<file path="config.mk">
export PLATFORM = sky130hd
export DESIGN_NAME = dig_out_shaper
export DESIGN_NICKNAME = d
export VERILOG_FILES = /design/src/rtl/dig_out_shaper_pkg.sv /design/src/rtl/dig_out_hold_timer.sv /design/src/rtl/dig_out_shaper.sv
export SDC_FILE = /design/constraint.sdc
export NUM_CORES = 1
export LEC_CHECK = 0
export BUFFER_PORTS_ARGS = -buffer_cell sky130_fd_sc_hd__buf_2
export CORE_AREA = 3 3 40 42
export CTS_BUF_LIST = sky130_fd_sc_hd__clkbuf_4 sky130_fd_sc_hd__clkbuf_8
export CTS_CLUSTER_SIZE = 30
export DETAILED_ROUTE_END_ITERATION = 12
export DIE_AREA = 0 0 43 45
export GPL_ROUTABILITY_DRIVEN = 1
export HOLD_SLACK_MARGIN = 0.12
export PLACE_DENSITY_LB_ADDON = 0.12
export SETUP_SLACK_MARGIN = 0.2
export SYNTH_ARGS = -nofsm -noshare
export SYNTH_HDL_FRONTEND = slang
export SYNTH_SLANG_ARGS = --single-unit
</file>
<file path="constraint.sdc">
create_clock -name clk -period 1.7 [get_ports clk]
set_input_delay 0 -clock clk [delete_from_list [all_inputs] [get_ports clk]]
set_output_delay 0 -clock clk [all_outputs]
set_load 0.02 [all_outputs]
</file>
<file path="src/rtl/dig_out_shaper_pkg.sv">
// Shared definitions for the digital output shaper.
//    ST_STABLE / ST_HOLD : shaper FSM state encoding
//    W_DEFAULT           : hold-counter width, matched to the input filter's
//                          FILTER width so paired HOLD/FILTER settings line up
//    ON_W                : width of the saturating max-on-time counter
//    hold_eff()          : HOLD value actually applied (0 behaves as 1)
package dig_out_shaper_pkg;

   localparam int W_DEFAULT = 5;
   localparam int ON_W      = 16;

   typedef enum logic {
      ST_STABLE = 1'b0,
      ST_HOLD   = 1'b1
   } state_t;

   function automatic int hold_eff(input int hold);
      return (hold == 0) ? 1 : hold;
   endfunction

endpackage

</file>
<file path="src/rtl/dig_out_hold_timer.sv">
// Loadable W-bit timer used twice by the shaper: as the hold down-counter
// and, with UP = 1, as the saturating on-time up-counter.
//    clk, reset_n : system clock, async active-low reset (count clears)
//    load         : load load_val this edge (wins over counting)
//    load_val     : value to load
//    en           : count one step this edge
//    count        : current value
//    zero         : count == 0
// Down mode stops at 0; up mode stops at all-ones. Neither direction wraps.
module dig_out_hold_timer
   import dig_out_shaper_pkg::*;
#(
   parameter int W  = W_DEFAULT,
   parameter bit UP = 1'b0
) (
   input  logic         clk,
   input  logic         reset_n,
   input  logic         load,
   input  logic [W-1:0] load_val,
   input  logic         en,
   output logic [W-1:0] count,
   output logic         zero
);

   always_ff @(posedge clk or negedge reset_n) begin
      if (!reset_n) begin
         count <= '0;
      end else if (load) begin
         count <= load_val;
      end else if (en) begin
         if (UP) begin
            if (count != '1) count <= count + W'(1);
         end else begin
            if (count != '0) count <= count - W'(1);
         end
      end
   end

   assign zero = (count == '0);

endmodule

</file>
<file path="src/rtl/dig_out_shaper.sv">
// Digital output shaper: turns a logic-level request into a physical output
// that never changes level more often than once per HOLD+1 clocks, with
// optional inversion and a sticky maximum-on-time cutoff.
//    clk     : system clock
//    reset_n : async active-low reset
//    in      : requested logical level
//    out     : shaped physical output (lvl ^ INVERT, registered level)
//    busy    : hold timer running, no level change permitted yet
//    fault   : sticky, MAX_ON cutoff has fired; clears once in = 0 and lvl = 0
//
// state     | meaning
// ----------+--------------------------------------------------------------
// ST_STABLE | lvl may follow eff_req on this edge
// ST_HOLD   | lvl frozen, hold timer counting down; leave when it reads 0
module dig_out_shaper
   import dig_out_shaper_pkg::*;
#(
   parameter int           W      = W_DEFAULT,
   parameter logic [W-1:0] HOLD   = W'(5),
   parameter logic [15:0]  MAX_ON = 16'd0,
   parameter bit           INVERT = 1'b0
) (
   input  logic clk,
   input  logic reset_n,
   input  logic in,
   output logic out,
   output logic busy,
   output logic fault
);

   // Loaded on a level change; HOLD-1 more edges in ST_HOLD plus the exit
   // edge give exactly HOLD edges without a change.
   localparam logic [W-1:0] HOLD_RELOAD = W'(hold_eff(int'(HOLD)) - 1);

   state_t          state, state_nxt;
   logic            lvl, lvl_nxt;
   logic            fault_q, fault_nxt;
   logic            eff_req;
   logic            timeout;
   logic            hold_load;
   logic            hold_zero;
   logic [W-1:0]    hold_count;
   logic [ON_W-1:0] on_cnt;
   logic            on_zero;
   logic            unused_sigs;

   dig_out_hold_timer #(
      .W  (W),
      .UP (1'b0)
   ) u_hold_timer (
      .clk      (clk),
      .reset_n  (reset_n),
      .load     (hold_load),
      .load_val (HOLD_RELOAD),
      .en       (state == ST_HOLD),
      .count    (hold_count),
      .zero     (hold_zero)
   );

   // Counts clocks spent with lvl = 1; held at 0 while lvl = 0.
   dig_out_hold_timer #(
      .W  (ON_W),
      .UP (1'b1)
   ) u_on_timer (
      .clk      (clk),
      .reset_n  (reset_n),
      .load     (~lvl),
      .load_val ('0),
      .en       (lvl),
      .count    (on_cnt),
      .zero     (on_zero)
   );

   assign unused_sigs = ^{hold_count, on_zero};

   // Fires on the edge where the on-time reaches MAX_ON, so lvl is high for
   // exactly MAX_ON clocks when no hold is in the way.
   assign timeout = (MAX_ON != 16'd0) && lvl &&
                    (({1'b0, on_cnt} + 17'd1) >= {1'b0, MAX_ON});

   assign eff_req = in & ~fault_q & ~timeout;

   always_comb begin
      state_nxt = state;
      lvl_nxt   = lvl;
      hold_load = 1'b0;
      fault_nxt = fault_q;

      case (state)
         ST_STABLE: begin
            if (eff_req != lvl) begin
               lvl_nxt   = eff_req;
               hold_load = 1'b1;
               state_nxt = ST_HOLD;
            end
         end
         ST_HOLD: begin
            if (hold_zero) state_nxt = ST_STABLE;
         end
      endcase

      // Set needs lvl = 1 and clear needs lvl = 0, so they never collide.
      if (timeout)
         fault_nxt = 1'b1;
      else if (!in && !lvl)
         fault_nxt = 1'b0;
   end

   always_ff @(posedge clk or negedge reset_n) begin
      if (!reset_n) begin
         state   <= ST_STABLE;
         lvl     <= 1'b0;
         fault_q <= 1'b0;
      end else begin
         state   <= state_nxt;
         lvl     <= lvl_nxt;
         fault_q <= fault_nxt;
      end
   end

   assign out   = lvl ^ INVERT;
   assign busy  = (state == ST_HOLD);
   assign fault = fault_q;

endmodule
</file>
## Word-level counts from Yosys, hierarchy flattened

Index checks and enable logic that the tools add are counted.
Widths: inputs -> output; s select.

| word-level totals | value |
|---|---|
| memory bits (read-only) | 0 |
| latch bits | 0 |
| bits of input ports | 3 |
| logic and storage cells | 19 |
| memories kept | 0 |
| bits in registers | 7 |
| memory bits (writable) | 0 |

| cells by class | value |
|---|---|
| bitwise gates (word level) | 1 |
| divide/modulo/power cells | 0 |
| add/subtract/negate cells | 1 |
| multiplexer cells | 7 |
| shifts and indexed selects | 0 |
| order comparisons | 0 |
| eq/ne operators | 1 |
| reductions and logical operators | 6 |
| $mul | 0 |

Operator list:

| operator | number |
|---|---|
| $mux 5 | 3 |
| $logic_not 5->1 | 1 |
| $reduce_bool 5->1 | 1 |
| $sub 5x1->5 const B | 1 |
| $reduce_and 2->1 | 2 |
| $reduce_bool 2->1 | 2 |
| $mux 1 | 3 |
| $pmux 1 s2 | 1 |
| $ne 1x1->1 | 1 |
| $not 1->1 | 1 |

## Logic depth before layout (Yosys ltp)

Gate-level depths: netlist of run 1.

| depth | value |
|---|---|
| depth in word-level cells | 5 |
| mapped depth | 5 |
| gate-level depth less buffers | 5 |

## Hierarchy

Synthesis of run 1 repeated with hierarchy kept, for this count alone.

| second synthesis, totals | value |
|---|---|
| cell total of the unflattened synthesis | 41 |
| area total of the unflattened synthesis | 406.6 µm² |

Modules (own cells, without submodules):

| module | cells each | area each (µm²) | times used | seq. area each (µm²) |
|---|---|---|---|---|
| dig_out_hold_timer | 32 | 304.0 | 1 | 125.1 |
| dig_out_shaper | 9 | 102.6 | 1 | 50.0 |

## Worst setup path after synthesis of run 1

OpenSTA, ideal clock, no wires.

| timing | value |
|---|---|
| kind | register to register |
| start | register u_hold_timer.count[0] |
| end | register u_hold_timer.count[1] |
| path slack | 0.263 ns |
| cell stages (with the launch flop) | 5 |
| data arrival time | 1.337 ns |
| path buffers | 0 |
| period minus slack after synthesis | 1.437 ns |
| cells stage by stage | dfrtp_1 -> inv_1 -> ha_1 -> or4b_4 -> a311oi_1 |

| between the ends | value |
|---|---|
| longest elaborated chain between the ends | 4 |
| elaborated cells on any way between the ends | 7 |
| classes of those cells | add/sub (1); mux (3); reduce/logical (3) |

RTL lines:

| what | RTL line | text |
|---|---|---|
| from (decl) | dig_out_hold_timer.sv:21 | `output logic [W-1:0] count,` |
| from (signal assigned) | dig_out_hold_timer.sv:29 | `count <= load_val;` |
| from (signal assigned) | dig_out_hold_timer.sv:32 | `if (count != '1) count <= count + W'(1);` |
| from (signal assigned) | dig_out_hold_timer.sv:34 | `if (count != '0) count <= count - W'(1);` |
| $sub 5x1->5 | dig_out_hold_timer.sv:34 |  |
| $mux 5 | dig_out_hold_timer.sv:34 |  |
| $mux 5 | dig_out_hold_timer.sv:30 | `end else if (en) begin` |
| $mux 5 | dig_out_hold_timer.sv:28 | `end else if (load) begin` |

Several ways; a longest one is shown, not always the timed one. The select of a mux whose other input is x is not followed.
A chain may end at the register's enable or synchronous reset.

## Worst setup path in the final report of run 1

| timing | value |
|---|---|
| start | register u_hold_timer.count[1] |
| end | register u_hold_timer.count[1] |

The elaborated chain is that of the path after synthesis.

==> results of run 1 <==
[area by class of cell]
type	instances	area (um2)	area share
multi-input cells	22	200	0.384
flip-flops and latches	7	175	0.336
repair buffers	12	90.1	0.173
clock buffers	4	30.0	0.0576
well taps	15	18.8	0.0360
inverters	2	7.51	0.0144
[critical path: stages, from the launching register on]
cell	delay, ns
dfrtp_1	0.39
inv_2	0.07
ha_4	0.14
or4b_4	0.50
a21oi_2	0.16
a311oi_2	0.06
[placed cells by master, fill, tap and decap left out, types with 2 or more instances in the layout]
cell           synthesis  routed
dlygate4sd3_1          0       4
buf_2                  0       4
inv_2                  0       2
clkbuf_4               0       4
dfrtp_1                7       7
a21oi_1                3       2
buf_4                  1       4
[worst paths after layout]
| path | start | endpoint | slack [ns] | cells past startpoint |
|---|---|---|---|---|
| max reg2reg | u_hold_timer.count[1] | u_hold_timer.count[1] | 0.24 | 5 |
| min reg2reg | out | out | 0.56 | 1 |
| max in group asynchronous | reset_n | u_hold_timer.count[4] | 0.29 | 4 |
| min in group asynchronous | reset_n | u_hold_timer.count[0] | 0.62 | 3 |
| min | in | out | 0.55 | 3 |
| max | u_hold_timer.count[1] | u_hold_timer.count[1] | 0.24 | 5 |
[per-stage QoR]
stage	cell area, um2	cells	setup slack (ns)	power [W]
finish	522	62	0.236	0.00104
global route	522	62	0.207	0.00112
CTS	489	60	0.201	0.000956
detailed placement	388	50	0.125	0.000691
global placement	388	50	0.178	0.000673
floorplan	360	33	0.263	0.000601
[state kept, by name (all words and copies together) (netlist names)]
signal / cells
busy: 1
out: 1
u_hold_timer.count: 5
[metal layers]
metal / up-vias / share of wire / wire length, um
met2: 7 / 0.49 / 413
li1: 149 / - / -
met5: - / 0 / 0
met3: 0 / 0.038 / 32
met1: 149 / 0.48 / 404
met4: 0 / 0 / 0
[kinds of logic (layout without fill, tap and decap cells)]
group / after synthesis / count (layout) / synth area share
other cells: 1 / 1 / 0.0104
simple gates: 11 / 11 / 0.219
compound gates: 6 / 6 / 0.115
buf+inv: 4 / 18 / 0.0521
fa+ha+maj: 1 / 1 / 0.0347
xor+xnor: 1 / 1 / 0.0243
mux: 2 / 2 / 0.0590
flops: 7 / 7 / 0.486
[power groups by stage]
| stage | Clock [W] | Combinational, W | Sequential, W |
|---|---|---|---|
| floorplan | 0 | 0.000261 | 0.000340 |
| global placement | 0 | 0.000319 | 0.000354 |
| detailed placement | 0 | 0.000328 | 0.000363 |
| CTS | 0.000182 | 0.000425 | 0.000349 |
| global route | 0.000194 | 0.000554 | 0.000371 |
| finish | 0.000176 | 0.000508 | 0.000358 |
[what timing repair did]
action,in CTS,in global routing
hold endpoints to repair,8,0
endpoints found under the setup margin,4,3
pin swaps,0,3
cloned,0,0
setup buffers,2,2
hold buffers,4,0
gates resized for setup,3,5
==> results.md, run 1 <==
* Top post-synthesis cells by area: dfrtp_1 (49%), a21oi_1 (4.2%), or4b_4 (3.8%)
* Yosys top cell by area: dfrtp_1
* Post-route setup TNS at 0 ns
* Async S/R FF share, synth at 1.00
* Cell Int Power at approximately 0.00064 W
* Initial antenna violation count at 0
* Layer with the highest usage: met2
* Layout cells sized above 1 at 0.468
* Critical path class: flip-flop to flip-flop
* Vias in the first global route at 303
* Final hold viol count at 0
* Mean routed wirelength per cell at between 10 and 15 um
* Max Slew Vio Count at 0
* Area growth syn-to-layout at 44.8%
* CP Max Fanout at 4
* Post-route ant nets at 0
* #FFs+latches synth at 7
* Number of buffers created by CTS at 3
* H-tree levels at 1
* Post-synth EDFFs at 0
* Initial core utilization at 0.280
* Clock transition at path regs at 0.06 ns
* Synth Flop Type: dfrtp_1
* Syn. warnings at 0
* Critical Path End Type: flip-flop
* Met2 Use GR at 0.141
* Initial DRT Pass Iterations at 3
* IO Pins at 6
* PortBufs at 4
* RePlAce Congestion at ~0.72
* Share of the synthesized area in the top cell type at 0.486
* Yosys cell types at 23
* Initial drt markers at 4
* Status: finished, final reports clean
* Row cnt at 13
* Switching share of power at 0.390
* Sequential fraction of the synthesis area at 0.486
* Most frequent cells after synthesis: dfrtp_1 (7), a21oi_1 (3), inv_1 (2), nand3_1 (2)
* First-pass GRT wire length at about 1300 um
* Pleak at between 0.2 and 0.25 nW
* Setup violators final at 0
* Crit path time final at 1.46 ns
* Clk Latency, worst-skew pair at between 0.2 and 0.3 ns
* Via density at around 4.9
* FILL cells at 130
* M3 GR Usage at 0.0359
* Highest clock rate at 0.683 GHz
* Seq pwr share at 0.343
* PD cells at approximately 2000 mW/mm2
* Gr usage total at 0.0981
* Die Y at ~45 um
* Critical path startpoint category: flip-flop
* Finished Core Util at 0.406
* Sink Count at 7
* Post-Syn Area at about 360 um2
* RSZ-0062 raised after global routing: false
* Final WL at between 800 and 900 um
* Clock root cell: clkbuf_4
* Die ar. at between 0.0015 and 0.002 mm2
* Arr. time, crit path at 1.58 ns
* Clock power frac at 0.169
* Met1 Track Usage GR at 0.120
* Worst Skew at roughly 0.0062 ns
* Via count at approximately 310
* Sw power at a little over 0.0004 W
* Fin Hold WS at around 0.55 ns
* Synth Instances at 33
* Total gr overflow at 0
* TritonCTS clock tree: done
* Die X at about 43 um
* Core Area at between 0.001 and 0.0015 mm2
* Comb pwr share at 0.488
* Mean Syn Cell Area at 10.9 um2
* DRC at 0
* N_diodes at 0
* VDD IR max at between 0.7 and 0.8 mV
* Nets at 52
* Most frequent cell after synthesis: dfrtp_1
* Pin count of the biggest net entering global routing at 13
* Critical Path RT at 1.81 ns
* Hold Path Class: primary input to flip-flop
* Synthesized Nets at 37
* Max-Cap Viols at 0
* Clock Path Buffers at 2
* Hpwl dp at approximately 530 um
* Final period utilization at 0.861
Note: power is estimated with default switching activity, not from simulation.
==> run 2, diff against run 1 <==
--- a/config.mk
+++ b/config.mk
@@ -5,6 +5,7 @@
 export SDC_FILE = /design/constraint.sdc
 export NUM_CORES = 1
 export LEC_CHECK = 0
+export ABC_AREA = 1
 export BUFFER_PORTS_ARGS = -buffer_cell sky130_fd_sc_hd__buf_2
 export CORE_AREA = 3 3 40 42
 export CTS_BUF_LIST = sky130_fd_sc_hd__clkbuf_4 sky130_fd_sc_hd__clkbuf_8
==> run 2 against run 1 <==
Core utilization shrank 2.9 points. Fmax grew 21%. Sequential share of layout area grew 2.6 points. Clock power shrank 5%. Clock-buffer cell count is the same. Power shrank 16%. Largest cell class unchanged.
==> results.md, run 2 <==
* Status: finished, final reports clean
* Top post-synthesis cells by area: dfrtp_1 (44%), nand2_1 (17%), nand3_1 (8.8%)
* Via count at 350 (+15%)
* Die Y at 45 um (unchanged)
* Comb pwr share at 0.448 (-0.040)
* Pleak at 0.263 nW (+16%)
* Die ar. at 0.00194 mm2 (unchanged)
* Clock Path Buffers at 2 (unchanged)
* Setup violators final at 0 (unchanged)
* Final WL at 773 um (-9.1%)
* Seq pwr share at 0.362 (+0.019)
* Yosys cell types at 16 (-30%)
* Synth Instances at 54 (+64%)
* Critical path class: flip-flop to flip-flop
* Clock root cell: clkbuf_4
* Pin count of the biggest net entering global routing at 11 (-2)
* Register area at 175 um2 (unchanged)
* Clk Latency, worst-skew pair at 0.25 ns (about the same)
* Synthesized Nets at 58 (+57%)
* TritonCTS clock tree: done
* Initial antenna violation count at 0 (unchanged)
* Critical Path RT at 1.84 ns (+0.03 ns)
* Synth Flop Type: dfrtp_1
* Area growth syn-to-layout at 21.7%
* Post-route setup TNS at 0 ns (unchanged)
* Initial drt markers at 2 (-2)
* Most frequent cells in the layout: nand2_1 (18), inv_1 (7), nand3_1 (7), dfrtp_1 (7)
* First-pass GRT wire length at 1330 um (-1.0%)
* Max-Cap Viols at 0 (unchanged)
* Mean Syn Cell Area at 7.37 um2 (-33%)
* PortBufs at 4 (unchanged)
* Post-Syn Area at 398 um2 (+10%)
* Mean routed wirelength per cell at 9.91 um (-28%)
* Hold Path Class: flip-flop to flip-flop
* Post-synth EDFFs at 0 (unchanged)
* Vias in the first global route at 318 (+5.0%)
* Number of buffers created by CTS at 3 (unchanged)
* Most frequent cell after synthesis: nand2_1
* Multiplexer area fraction after synthesis at 0 (-0.0590)
* Critical Path End Type: flip-flop
* Core Area at 0.00128 mm2 (unchanged)
* Final period utilization at 0.709 (-0.152)
* CP Max Fanout at 4 (unchanged)
* Simple-gate portion of the synthesized area at 0.368 (+0.149)
* Fin Hold WS at 0.505 ns (-0.0408 ns)
* Layout cells sized above 1 at 0.175 (-0.293)
* PD cells at 1810 mW/mm2 (-9.3%)
* FILL cells at 135 (+3.8%)
* Crit path time final at 1.21 ns (-0.258 ns)
* Clock power frac at 0.190 (+0.021)
* VDD IR max at 0.641 mV (-18%)
* Critical path startpoint category: flip-flop
* Initial DRT Pass Iterations at 4 (+1)
* Via density at 4.49 (-8.8%)
* DRC at 0 (unchanged)
* Largest family of logic cells by synthesized area: simple AND/OR/NAND/NOR gates
* Leading cell type in the layout, fill and taps excluded: nand2_1
* Yosys top cell by area: dfrtp_1
* Xor and xnor area share after synthesis at 0 (-0.0243)
* Hpwl dp at 540 um (+2.0%)
* Clock transition at path regs at 0.05 ns (about the same)
* Worst Skew at 0.000779 ns (-0.00541 ns)
* Sequential fraction of the synthesis area at 0.440 (-0.0459)
* Post-route ant nets at 0 (unchanged)
* Initial core utilization at 0.310 (+0.0292)
* #FFs+latches synth at 7 (unchanged)
* Gr usage total at 0.0972 (-0.000838)
* Highest clock rate at 0.829 GHz (+21%)
* Max reg flops at 5 (unchanged)
* Sink Count at 7 (unchanged)
* Row cnt at 13 (unchanged)
* Max Slew Vio Count at 0 (unchanged)
* Sw power at 0.000392 W (-3.7%)
* Arr. time, crit path at 1.34 ns (-0.24 ns)
* N_diodes at 0 (unchanged)
* Total gr overflow at 0 (unchanged)
* Post-synthesis compound-gate area fraction at 0.0535 (-0.0611)
* IO Pins at 6 (unchanged)
* Switching share of power at 0.447 (+0.0563)
* RePlAce Congestion at 0.745 (+3.3%)
* Async S/R FF share, synth at 1.00 (unchanged)
* Cell Int Power at 0.000486 W (-24%)
* Syn. warnings at 0 (unchanged)
* Post-cts resize count at 0 (-3)
* Reg with most FFs: u_hold_timer.count
* H-tree levels at 1 (unchanged)
* Placed insts at 71 (+42%)
* Final hold viol count at 0 (unchanged)
* Final Non-Filler Cells at 78 (+26%)
* Area of the multi-input gates at 184 um2 (-8.1%)
* Share of the synthesized area in the top cell type at 0.440 (-0.0459)
* Die X at 43 um (unchanged)
* Nets at 68 (+31%)
* RSZ-0062 raised after global routing: false
* Most frequent cells after synthesis: nand2_1 (18), dfrtp_1 (7), inv_1 (7), nand3_1 (7), nor2_1 (3)
* Area share of fa/ha/maj cells after synthesis at 0.0314 (-0.00328)
run 2: changes by cell type in the layout (fill, tap and decap cells not counted), sizes merged, moves of 2 or more:
cell / before / now
a21oi: 3 / 1
buf: 8 / 4
inv: 2 / 7
nand2: 1 / 20
nand3: 2 / 7
nor2: 1 / 3
run 2: path summary, 6_finish.rpt:
kind / startpoint / endpoint / slack (ns) / cells after the start
worst max-delay path: u_hold_timer.count[0] / u_hold_timer.count[1] / 0.49 / 7
worst max register to register: u_hold_timer.count[0] / u_hold_timer.count[1] / 0.49 / 7
worst min-delay path: u_hold_timer.count[0] / u_hold_timer.count[0] / 0.51 / 2
worst min register to register: u_hold_timer.count[0] / u_hold_timer.count[0] / 0.51 / 2
min in group asynchronous: reset_n / u_hold_timer.count[3] / 0.72 / 3
max in group asynchronous: reset_n / out / 0.72 / 3
run 2: power by group through the flow:
stage               combinational, W  clock [W]  sequential [W]
floorplan                   0.000309          0        0.000312
global placement            0.000388          0        0.000321
detailed placement          0.000387          0        0.000321
CTS                         0.000395   0.000177        0.000318
global route                0.000454   0.000188        0.000332
finish                      0.000393   0.000167        0.000318
run 2: worst max-delay path, cell delays in order, from the launching register on:
cell and delay, ns:
dfrtp_1 0.37, inv_1 0.13, ha_1 0.23, nand2_1 0.09, nand2_1 0.06, nand2_1 0.09, nand2_1 0.08, nand2_1 0.05
run 2: timing repair:
| action | in CTS | in global routing |
|---|---|---|
| endpoints found under the setup margin | 0 | 0 |
| hold endpoints to repair | 8 | 0 |
| setup buffers | 0 | 0 |
| hold buffers | 3 | 0 |
run 2: metal layers:
layer,part of all wire,global-route usage
met3,0.043,0.0120
met1,0.49,0.118
met5,0,0
met2,0.45,0.150
met4,0.016,0.0904
run 2: cell families (layout without fill, tap and decap cells):
kind of cell	after synthesis	after routing
adder cells (fa/ha/maj)	1	1
AND/OR/NAND/NOR	33	33
buffers and inverters	9	18
flip-flops	7	7
AO/OA/AOI/OAI	3	3
other	1	1
run 2: per-stage QoR:
step                worst slack (ns)  power [W]  utilization  area, um2
floorplan                      0.601   0.000621            -        398
global placement               0.524   0.000709        0.330        424
detailed placement             0.528   0.000707        0.330        424
CTS                            0.509   0.000890        0.377        484
global route                   0.378   0.000974        0.377        484
finish                         0.494   0.000878        0.377        484
run 2: final cells by class:
type,count,area share
multi-input combinational,38,0.380
sequential,7,0.362
tap,15,0.0388
clock buffer,4,0.0620
inverter,7,0.0543
timing repair buffer,7,0.103
